### src/rtl/pm_switch_sequencer_if.sv
// Handshake bundle between the power-switch sequencer and its controller/environment.
// Slave modport is the sequencer view; master modport is the controller view.
interface pm_switch_sequencer_if;
  logic pwr_req;
  logic sw_ack;
  logic err_clr;
  logic sw_en;
  logic iso_en;
  logic mux_sel;
  logic save;
  logic restore;
  logic pwr_ack;
  logic busy;
  logic timeout_err;

  modport master (
    output pwr_req, sw_ack, err_clr,
    input  sw_en, iso_en, mux_sel, save, restore, pwr_ack, busy, timeout_err
  );

  modport slave (
    input  pwr_req, sw_ack, err_clr,
    output sw_en, iso_en, mux_sel, save, restore, pwr_ack, busy, timeout_err
  );
endinterface

### src/rtl/pm_switch_sequencer.sv
// Power-domain switch sequencer: isolate, save, switch off; switch on, restore, de-isolate.
// Every output is a flop decoded from the next state, so nothing reaches the outputs combinationally.
module pm_switch_sequencer #(
  parameter int unsigned ISO_DLY = 2,
  parameter int unsigned SW_TMO  = 200
) (
  input logic clk,
  input logic rst,
  pm_switch_sequencer_if.slave bus
);

  typedef enum logic [2:0] {
    ST_ON, ST_ISO, ST_SAVE, ST_SWOFF, ST_OFF, ST_SWON, ST_RESTORE, ST_DEISO
  } stateT;

  localparam logic [7:0] ISO_LOAD = 8'(ISO_DLY - 1);
  localparam logic [7:0] SW_LOAD  = 8'(SW_TMO - 1);

  stateT      state_q, state_d;
  logic [7:0] cnt_q, cnt_d;
  logic       ackMeta_q, ackSync_q;
  logic       swEn_q, swEn_d;
  logic       isoEn_q, isoEn_d;
  logic       muxSel_q, muxSel_d;
  logic       save_q, save_d;
  logic       restore_q, restore_d;
  logic       pwrAck_q, pwrAck_d;
  logic       busy_q, busy_d;
  logic       timeoutErr_q, timeoutErr_d;
  logic       timeoutHit;

  // sw_ack comes from the switch chain in another timing domain; idle level is "supplied".
  always_ff @(posedge clk or posedge rst) begin
    if (rst) begin
      ackMeta_q <= 1'b1;
      ackSync_q <= 1'b1;
    end else begin
      ackMeta_q <= bus.sw_ack;
      ackSync_q <= ackMeta_q;
    end
  end

  always_ff @(posedge clk or posedge rst) begin
    if (rst) begin
      state_q      <= ST_ON;
      cnt_q        <= 8'd0;
      swEn_q       <= 1'b1;
      isoEn_q      <= 1'b0;
      muxSel_q     <= 1'b0;
      save_q       <= 1'b0;
      restore_q    <= 1'b0;
      pwrAck_q     <= 1'b1;
      busy_q       <= 1'b0;
      timeoutErr_q <= 1'b0;
    end else begin
      state_q      <= state_d;
      cnt_q        <= cnt_d;
      swEn_q       <= swEn_d;
      isoEn_q      <= isoEn_d;
      muxSel_q     <= muxSel_d;
      save_q       <= save_d;
      restore_q    <= restore_d;
      pwrAck_q     <= pwrAck_d;
      busy_q       <= busy_d;
      timeoutErr_q <= timeoutErr_d;
    end
  end

  always_comb begin
    state_d    = state_q;
    cnt_d      = cnt_q;
    timeoutHit = 1'b0;
    case (state_q)
      ST_ON: begin
        if (!bus.pwr_req) begin
          state_d = ST_ISO;
          cnt_d   = ISO_LOAD;
        end
      end
      ST_ISO: begin
        if (cnt_q == 8'd0) state_d = ST_SAVE;
        else               cnt_d   = cnt_q - 8'd1;
      end
      ST_SAVE: begin
        state_d = ST_SWOFF;
        cnt_d   = SW_LOAD;
      end
      // A real acknowledge takes priority over an expiring counter.
      ST_SWOFF: begin
        if (!ackSync_q) begin
          state_d = ST_OFF;
        end else if (cnt_q == 8'd0) begin
          state_d    = ST_OFF;
          timeoutHit = 1'b1;
        end else begin
          cnt_d = cnt_q - 8'd1;
        end
      end
      ST_OFF: begin
        if (bus.pwr_req) begin
          state_d = ST_SWON;
          cnt_d   = SW_LOAD;
        end
      end
      ST_SWON: begin
        if (ackSync_q) begin
          state_d = ST_RESTORE;
        end else if (cnt_q == 8'd0) begin
          state_d    = ST_RESTORE;
          timeoutHit = 1'b1;
        end else begin
          cnt_d = cnt_q - 8'd1;
        end
      end
      ST_RESTORE: begin
        state_d = ST_DEISO;
        cnt_d   = ISO_LOAD;
      end
      ST_DEISO: begin
        if (cnt_q == 8'd0) state_d = ST_ON;
        else               cnt_d   = cnt_q - 8'd1;
      end
      default: state_d = ST_ON;
    endcase

    // Outputs decode the state being entered so they change in step with the state register.
    swEn_d    = !((state_d == ST_SWOFF) || (state_d == ST_OFF));
    isoEn_d   = (state_d != ST_ON);
    muxSel_d  = (state_d != ST_ON);
    save_d    = (state_d == ST_SAVE);
    restore_d = (state_d == ST_RESTORE);
    busy_d    = !((state_d == ST_ON) || (state_d == ST_OFF));

    pwrAck_d = pwrAck_q;
    if (state_d == ST_ON)  pwrAck_d = 1'b1;
    if (state_d == ST_OFF) pwrAck_d = 1'b0;

    timeoutErr_d = timeoutErr_q;
    if (bus.err_clr) timeoutErr_d = 1'b0;
    if (timeoutHit)  timeoutErr_d = 1'b1;
  end

  assign bus.sw_en       = swEn_q;
  assign bus.iso_en      = isoEn_q;
  assign bus.mux_sel     = muxSel_q;
  assign bus.save        = save_q;
  assign bus.restore     = restore_q;
  assign bus.pwr_ack     = pwrAck_q;
  assign bus.busy        = busy_q;
  assign bus.timeout_err = timeoutErr_q;

endmodule
### src/flat_wrapper.sv
// flat-port wrapper written by rule: the top's interface ports become plain ports
module pm_switch_sequencer_flat 
#(
  parameter int unsigned ISO_DLY = 2,
  parameter int unsigned SW_TMO  = 200
)
  (clk, rst, bus_pwr_req, bus_sw_ack, bus_err_clr, bus_sw_en, bus_iso_en, bus_mux_sel, bus_save, bus_restore, bus_pwr_ack, bus_busy, bus_timeout_err);
  pm_switch_sequencer_if bus_i ();
  input logic clk;
  input logic rst;
  input wire logic [$bits(bus_i.pwr_req)-1:0] bus_pwr_req;
  input wire logic [$bits(bus_i.sw_ack)-1:0] bus_sw_ack;
  input wire logic [$bits(bus_i.err_clr)-1:0] bus_err_clr;
  output wire logic [$bits(bus_i.sw_en)-1:0] bus_sw_en;
  output wire logic [$bits(bus_i.iso_en)-1:0] bus_iso_en;
  output wire logic [$bits(bus_i.mux_sel)-1:0] bus_mux_sel;
  output wire logic [$bits(bus_i.save)-1:0] bus_save;
  output wire logic [$bits(bus_i.restore)-1:0] bus_restore;
  output wire logic [$bits(bus_i.pwr_ack)-1:0] bus_pwr_ack;
  output wire logic [$bits(bus_i.busy)-1:0] bus_busy;
  output wire logic [$bits(bus_i.timeout_err)-1:0] bus_timeout_err;
  assign bus_i.pwr_req = bus_pwr_req;
  assign bus_i.sw_ack = bus_sw_ack;
  assign bus_i.err_clr = bus_err_clr;
  assign bus_sw_en = bus_i.sw_en;
  assign bus_iso_en = bus_i.iso_en;
  assign bus_mux_sel = bus_i.mux_sel;
  assign bus_save = bus_i.save;
  assign bus_restore = bus_i.restore;
  assign bus_pwr_ack = bus_i.pwr_ack;
  assign bus_busy = bus_i.busy;
  assign bus_timeout_err = bus_i.timeout_err;
  pm_switch_sequencer #(.ISO_DLY(ISO_DLY), .SW_TMO(SW_TMO)) u_core (.clk(clk), .rst(rst), .bus(bus_i));
endmodule
### config.mk
export PLATFORM = sky130hd
export DESIGN_NAME = pm_switch_sequencer_flat
export DESIGN_NICKNAME = d
export VERILOG_FILES = /design/src/rtl/pm_switch_sequencer_if.sv /design/src/rtl/pm_switch_sequencer.sv /design/src/flat_wrapper.sv
export SDC_FILE = /design/constraint.sdc
export NUM_CORES = 1
export LEC_CHECK = 0
export ABC_AREA = 1
export CAP_MARGIN = 20
export CORE_UTILIZATION = 28
export CTS_CLUSTER_DIAMETER = 200
export CTS_CLUSTER_SIZE = 8
export DETAILED_ROUTE_END_ITERATION = 8
export GPL_TIMING_DRIVEN = 0
export RECOVER_POWER = 50
export SYNTH_ARGS = -nofsm -noshare
export SYNTH_HDL_FRONTEND = slang
export SYNTH_SLANG_ARGS = --single-unit
export TNS_END_PERCENT = 50
### constraint.sdc
create_clock -name clk -period 2.03 [get_ports clk]
set_input_delay 0.203 -clock clk [delete_from_list [all_inputs] [get_ports clk]]
set_output_delay 0.203 -clock clk [all_outputs]
set_load 0.1 [all_outputs]
==> impl_results.md, run 1 <==
* CTS root buffer: clkbuf_8
* Final Cycle Share at 95.58%
* Clk buf depth at 2
* Max Cap Violations at 0
* ANT nets after route at 0
* Hold_sp: u_core.ackMeta_q
* CP Class: reg -> out
* Non-filler cells, final at 223
* Layout area overhead at 20.69%
* Netlist cell types at 20
* Crit path time final at 1.940 ns
* Grt total ovfl at 0
* Setup Skew at 0.002101 ns
* Mapped Area at 0.001191 sq mm
* Num ports at 13
* Chip height at 67.23 um
* Post-synthesis adder-cell area fraction at 2.101%
* CTS clk-pin slew, worst paths at 0.08 ns
* Synthesized area per cell at 7.587 sq um
* Metal1 wirelength at 1.166 mm
* # nets final at 181
* Vias in the first global route at 871
* Worst-skew pair later-pin latency at 0.26 ns
* Vias at 981
* Synth Register Bits at 20
* H-tree Lvls at 1
* Core Box Area at 0.004029 sq mm
* Setup violations, final at 0
* Number of cells after detailed placement at 219
* Max incr delay on CP at 1.13 ns
* Sequential area share after synthesis at 42.44%
* Max-slew headroom at 35.81%
* # DRC at 0
* Inserted Clock Buffers at 3
* Initial Util at 29.57%
* Initial antenna violation count at 0
* Top Metal Used: met4
* Drt initial violations at 42
* Filler cell count at 455
* Outcome: finished clean
* GR Util All Layers at 11.80%
* Die area at 0.004519 sq mm
* Initial DRT Pass Iterations at 4
* Max Fclk at 515.4 MHz
* Yosys warns at 0
* Maximum fanout along the worst path at 2
* CTS tree: yes
* HPWL Detailed at 1.680 mm
* Met2 wire len at 992 um
* Setup crit end kind: output pin
* Post-Route Setup TNS at 0 ns
* WL final at 2.284 mm
* Hold EP: u_core.ackSync_q
* Syn nets at 164
* Routed length on met3 at 108 um
* WL per Instance at 10.24 um
* Synth Area in Compound Gates at 8.929%
* N_diodes at 0
* Global-route wire length before repair at 3.939 mm
* Arr. time, crit path at 1.74 ns
* Worst slew pin tran at 0.9598 ns
* Share of cells above drive strength 1 at 19.08%
* FF-to-FF setup slack at 0.38 ns
* Largest net degree at the start of global routing at 21
* Port Buffers at 12
* Final GP Congestion at 0.8333
* Via/cell ratio at 4.399
* Worst reg2reg path depth at 10
* Hold Path Cell Cnt at 0
* Startpoint types: register
* CP required at 1.83 ns
* Worst hold path class: reg -> reg
* Clock sinks at 20
* Chip Width at 67.23 um
* Placement Rows at 23
* FF-to-FF End: u_core.cnt_q[1]
* Crit-path cells: clkdlybuf4s50_1
* Final Slew Violations at 0
* Simple-gate share of the synthesized area at 32.88%
* Gate Count Post-Synth at 157
* Synth Area in XOR/XNOR at 2.206%
* Largest family of logic cells by synthesized area: simple AND/OR/NAND/NOR gates
* Worst Path Buf+Inv at 1
* Slowest cell on crit path: clkdlybuf4s50_1
* Fin. Hold Viols at 0
* Mux cell area share after synthesis at 0%
* Worst r2r src: u_core.cnt_q[0]
* Unrepaired setup endpoints after global routing: no
* Top delay family on crit path: buffers and inverters
==> stage by stage <==
stage / util, % / cell area [sq um] / hold slack, ns / setup slack [ns]
6_report: 35.68 / 1438 / 0.3583 / 0.08971
5_1_grt: 35.68 / 1438 / 0.3685 / 0.02590
4_1_cts: 35.75 / 1440 / 0.3338 / 0.07486
3_5_place_dp: 34.10 / 1374 / 0.3478 / 0.1988
3_3_place_gp: 34.10 / 1374 / 0.3470 / 0.1900
2_1_floorplan: - / 1191 / 0.1639 / 0.5030
==> how the worst max path moves through the flow <==
stage,cells after the start,from,end
3_3_place_gp,1,u_core.bus.pwr_ack,bus_pwr_ack
2_1_floorplan,1,u_core.bus.iso_en,bus_mux_sel
5_1_grt,1,u_core.bus.iso_en,bus_iso_en
3_5_place_dp,1,u_core.bus.pwr_ack,bus_pwr_ack
4_1_cts,1,u_core.bus.iso_en,bus_iso_en
6_report,1,u_core.bus.iso_en,bus_iso_en
==> logic make-up after synthesis <==
group                      count (synthesis)
and+or+nand+nor                           86
buffers and inverters                     30
DFF                                       20
AOI/OAI and AO/OA                         16
xor gates and xnor gates                   3
adders and majority gates                  2
==> layout make-up <==
class / count / area [sq um] / area share [%]
multi-input cells: 107 / 549.3 / 38.21
inverters: 27 / 101.3 / 7.050
well taps: 50 / 62.56 / 4.352
flip-flops and latches: 20 / 505.5 / 35.16
clock inverters: 1 / 30.03 / 2.089
repair buffers: 12 / 112.6 / 7.833
plain buffers: 3 / 35.03 / 2.437
clock buffers: 3 / 41.29 / 2.872
==> registers in the layout, summed over array words and instances, names as in the netlist <==
signal                  count
u_core.cnt_q                8
u_core.state_q              3
u_core.ackMeta_q            1
u_core.ackSync_q            1
u_core.bus.busy             1
u_core.bus.iso_en           1
u_core.bus.pwr_ack          1
u_core.bus.restore          1
u_core.bus.save             1
u_core.bus.sw_en            1
u_core.bus.timeout_err      1
==> layout by cell type (no fill, tap or decap), types with 3 or more instances in the layout <==
master / instances
clkbuf_8: 3
clkdlybuf4s50_1: 7
dfrtp_1: 16
dfstp_2: 4
inv_1: 23
inv_2: 4
nand2_1: 44
nand2_2: 5
nand3_1: 12
nand4_1: 4
nor2_1: 15
o21ai_0: 7
o21ai_2: 7
xor2_1: 3
==> Yosys cell counts <==
library cell	count	area share, %
a21oi_1	2	0.84
o21ai_2	7	5.1
nand2_1	44	14
xor2_1	3	2.2
inv_1	22	6.9
nor2_1	15	4.7
nand2_2	5	2.6
buf_4	2	1.3
dfstp_2	4	8.8
nand3_1	12	5.0
nand3b_1	1	0.63
buf_12	1	1.7
ha_1	2	2.1
nor2_4	2	1.9
nor2_2	2	1.1
nand2_4	1	0.95
nand4_1	4	2.1
dfrtp_1	16	34
inv_2	5	1.6
o21ai_0	7	2.9
==> timing repair <==
action,4_1_cts,5_1_grt
resized for setup,3,0
hold endpoints to repair,0,0
buffers inserted,0,0
setup endpoints to repair,3,0
hold buffers,0,0
==> per-layer routing <==
metal / vias to the layer above / GRT usage (%)
met5: - / 0
met4: 0 / 3.191
met3: 2 / 3.547
met2: 17 / 17.25
met1: 444 / 16.68
li1: 518 / -
Power of run 1 is not shown: default switching activity piles up to over one toggle a cycle in this logic, so the estimate is an artifact.
==> run 2, diff against run 1 <==
--- a/config.mk
+++ b/config.mk
@@ -11,6 +11,7 @@
 export CTS_CLUSTER_DIAMETER = 200
 export CTS_CLUSTER_SIZE = 8
 export DETAILED_ROUTE_END_ITERATION = 8
+export DONT_BUFFER_PORTS = 1
 export GPL_TIMING_DRIVEN = 0
 export RECOVER_POWER = 50
 export SYNTH_ARGS = -nofsm -noshare
==> impl_results.md, run 2 (same netlist as run 1, synthesis figures left out) <==
* Outcome: complete, but fails checks
* Violated checks: hold timing
* Non-filler cells, final at 212
* Final Slew Violations at 0
* Vias at 943
* Number of cells after detailed placement at 207
* Final GP Congestion at 0.8441
* Port Buffers at 0
* Filler cell count at 435
* Final Cycle Share at 89.90%
* Fin. Hold Viols at 16
* FF+latch area at 505.5 sq um
* Setup violations, final at 0
* Worst-skew pair later-pin latency at 0.26 ns
* Max-slew headroom at 37.60%
* Global-route wire length before repair at 4.298 mm
* WL per Instance at 10.82 um
* Most used routing layer: met2
* CTS root buffer: clkbuf_8
* CTS clk-pin slew, worst paths at 0.08 ns
* Post-Route Setup TNS at 0 ns
* Maximum fanout along the worst path at 2
* # DRC at 0
* Inserted Clock Buffers at 3
* Max reg flops at 8
* H-tree Lvls at 1
* Via/cell ratio at 4.448
* Setup Skew at 0.001672 ns
* Chip height at 67.23 um
* Largest net degree at the start of global routing at 21
* Max incr delay on CP at 0.93 ns
* Vias in the first global route at 934
* Slowest cell on crit path: dfrtp_1
* Layout area overhead at 12.08%
* Global Route met2 Usage at 19.13%
* Startpoint types: register
* M3 GR Usage at 4.223%
* Initial Util at 29.57%
* Setup crit end kind: output pin
* WL final at 2.294 mm
* ANT nets after route at 0
* Chip Width at 67.23 um
* Grt total ovfl at 0
* Crit-path cells: buf_4
* FF-to-FF setup slack at 0.35 ns
* CP required at 1.83 ns
* HPWL Detailed at 1.710 mm
* Arr. time, crit path at 1.62 ns
* Initial DRT Pass Iterations at 4
* Die area at 0.004519 sq mm
* Worst Path Buf+Inv at 1
* Worst slew pin tran at 0.9360 ns
* Clk buf depth at 2
* Num ports at 13
* Clock sinks at 20
* Place WS at 0.3657 ns
* Top delay family on crit path: flip-flops
* N_diodes at 0
* Biggest register: u_core.cnt_q
* Initial antenna violation count at 0
* Commonest non-fill, non-tap cell in the layout: nand2_1
* Drt initial violations at 37
* Core Box Area at 0.004029 sq mm
* Worst hold path class: in -> async
* Worst hold slack at -0.03176 ns
* Max Fclk at 547.9 MHz
* CTS resizes at 0
* Largest regs: u_core.cnt_q (8), u_core.state_q (3)
* Crit path time final at 1.825 ns
* Max Cap Violations at 0
* GR Util All Layers at 12.86%
* Commonest non-fill, non-tap cells in the layout: nand2_1 (44), inv_1 (22), dfrtp_1 (16)
* Share of cells above drive strength 1 at 19.14%
* Global-route met1 utilization at 17.79%
* Placement Rows at 23
* # nets final at 170
* Unrepaired setup endpoints after global routing: no
* CTS tree: yes
* Worst setup margin at 0.2050 ns
* Multi-input gate area at 549.3 sq um
* CP Class: reg -> out
run 2: changes by cell type in the layout (fill, tap and decap cells not counted), sizes merged:
cell,previous run,this run
clkdlybuf4s50,7,0
dlygate4sd2,2,0
clkbuf,4,3
dlygate4sd3,2,1
run 2: stage by stage:
step	hold slack [ns]	util, %	area, sq um
2_1_floorplan	0.1639	-	1191
3_3_place_gp	0.2075	31.12	1254
3_5_place_dp	0.2076	31.12	1254
4_1_cts	0.01727	33.14	1335
5_1_grt	0.03318	33.14	1335
6_report	-0.03176	33.14	1335
run 2: worst reg2reg max path, stage by stage (launching register included):
cell     delay [ns]
dfrtp_1        0.38
inv_1          0.15
ha_1           0.20
nand2_1        0.07
nor2_2         0.18
nand2_1        0.11
nand2_1        0.10
nand2_1        0.06
nor2_1         0.14
nand2_2        0.09
nand2_1        0.07
nand2_1        0.07
run 2: final cells by class:
class	instances	share of cell area, %
plain buffers	3	2.624
flip-flops and latches	20	37.86
repair buffers	1	0.7498
clock buffers	3	3.093
inverters	27	7.591
clock inverters	1	2.249
multi-input cells	107	41.14
well taps	50	4.686
run 2: final timing paths:
check,start,end,depth (start not counted)
max in group asynchronous,rst,u_core.cnt_q[6],1
min in group clk,bus_err_clr,u_core.bus.timeout_err,1
hold / removal,rst,u_core.cnt_q[1],1
hold reg to reg,u_core.ackMeta_q,u_core.ackSync_q,0
setup reg to reg,u_core.cnt_q[0],u_core.bus.pwr_ack,11
setup / recovery,u_core.bus.iso_en,bus_mux_sel,1
run 2: layer usage:
metal	part of all wire, %	vias to the layer above
li1	-	496
met1	50	428
met2	44	15
met3	5.1	4
met4	0.74	0
met5	0	-
run 2: timing repair:
item	CTS	global route
buffers inserted	0	0
setup endpoints to repair	0	0
hold buffers	1	0
hold endpoints to repair	1	0
Power of run 2 is left out for the same reason.
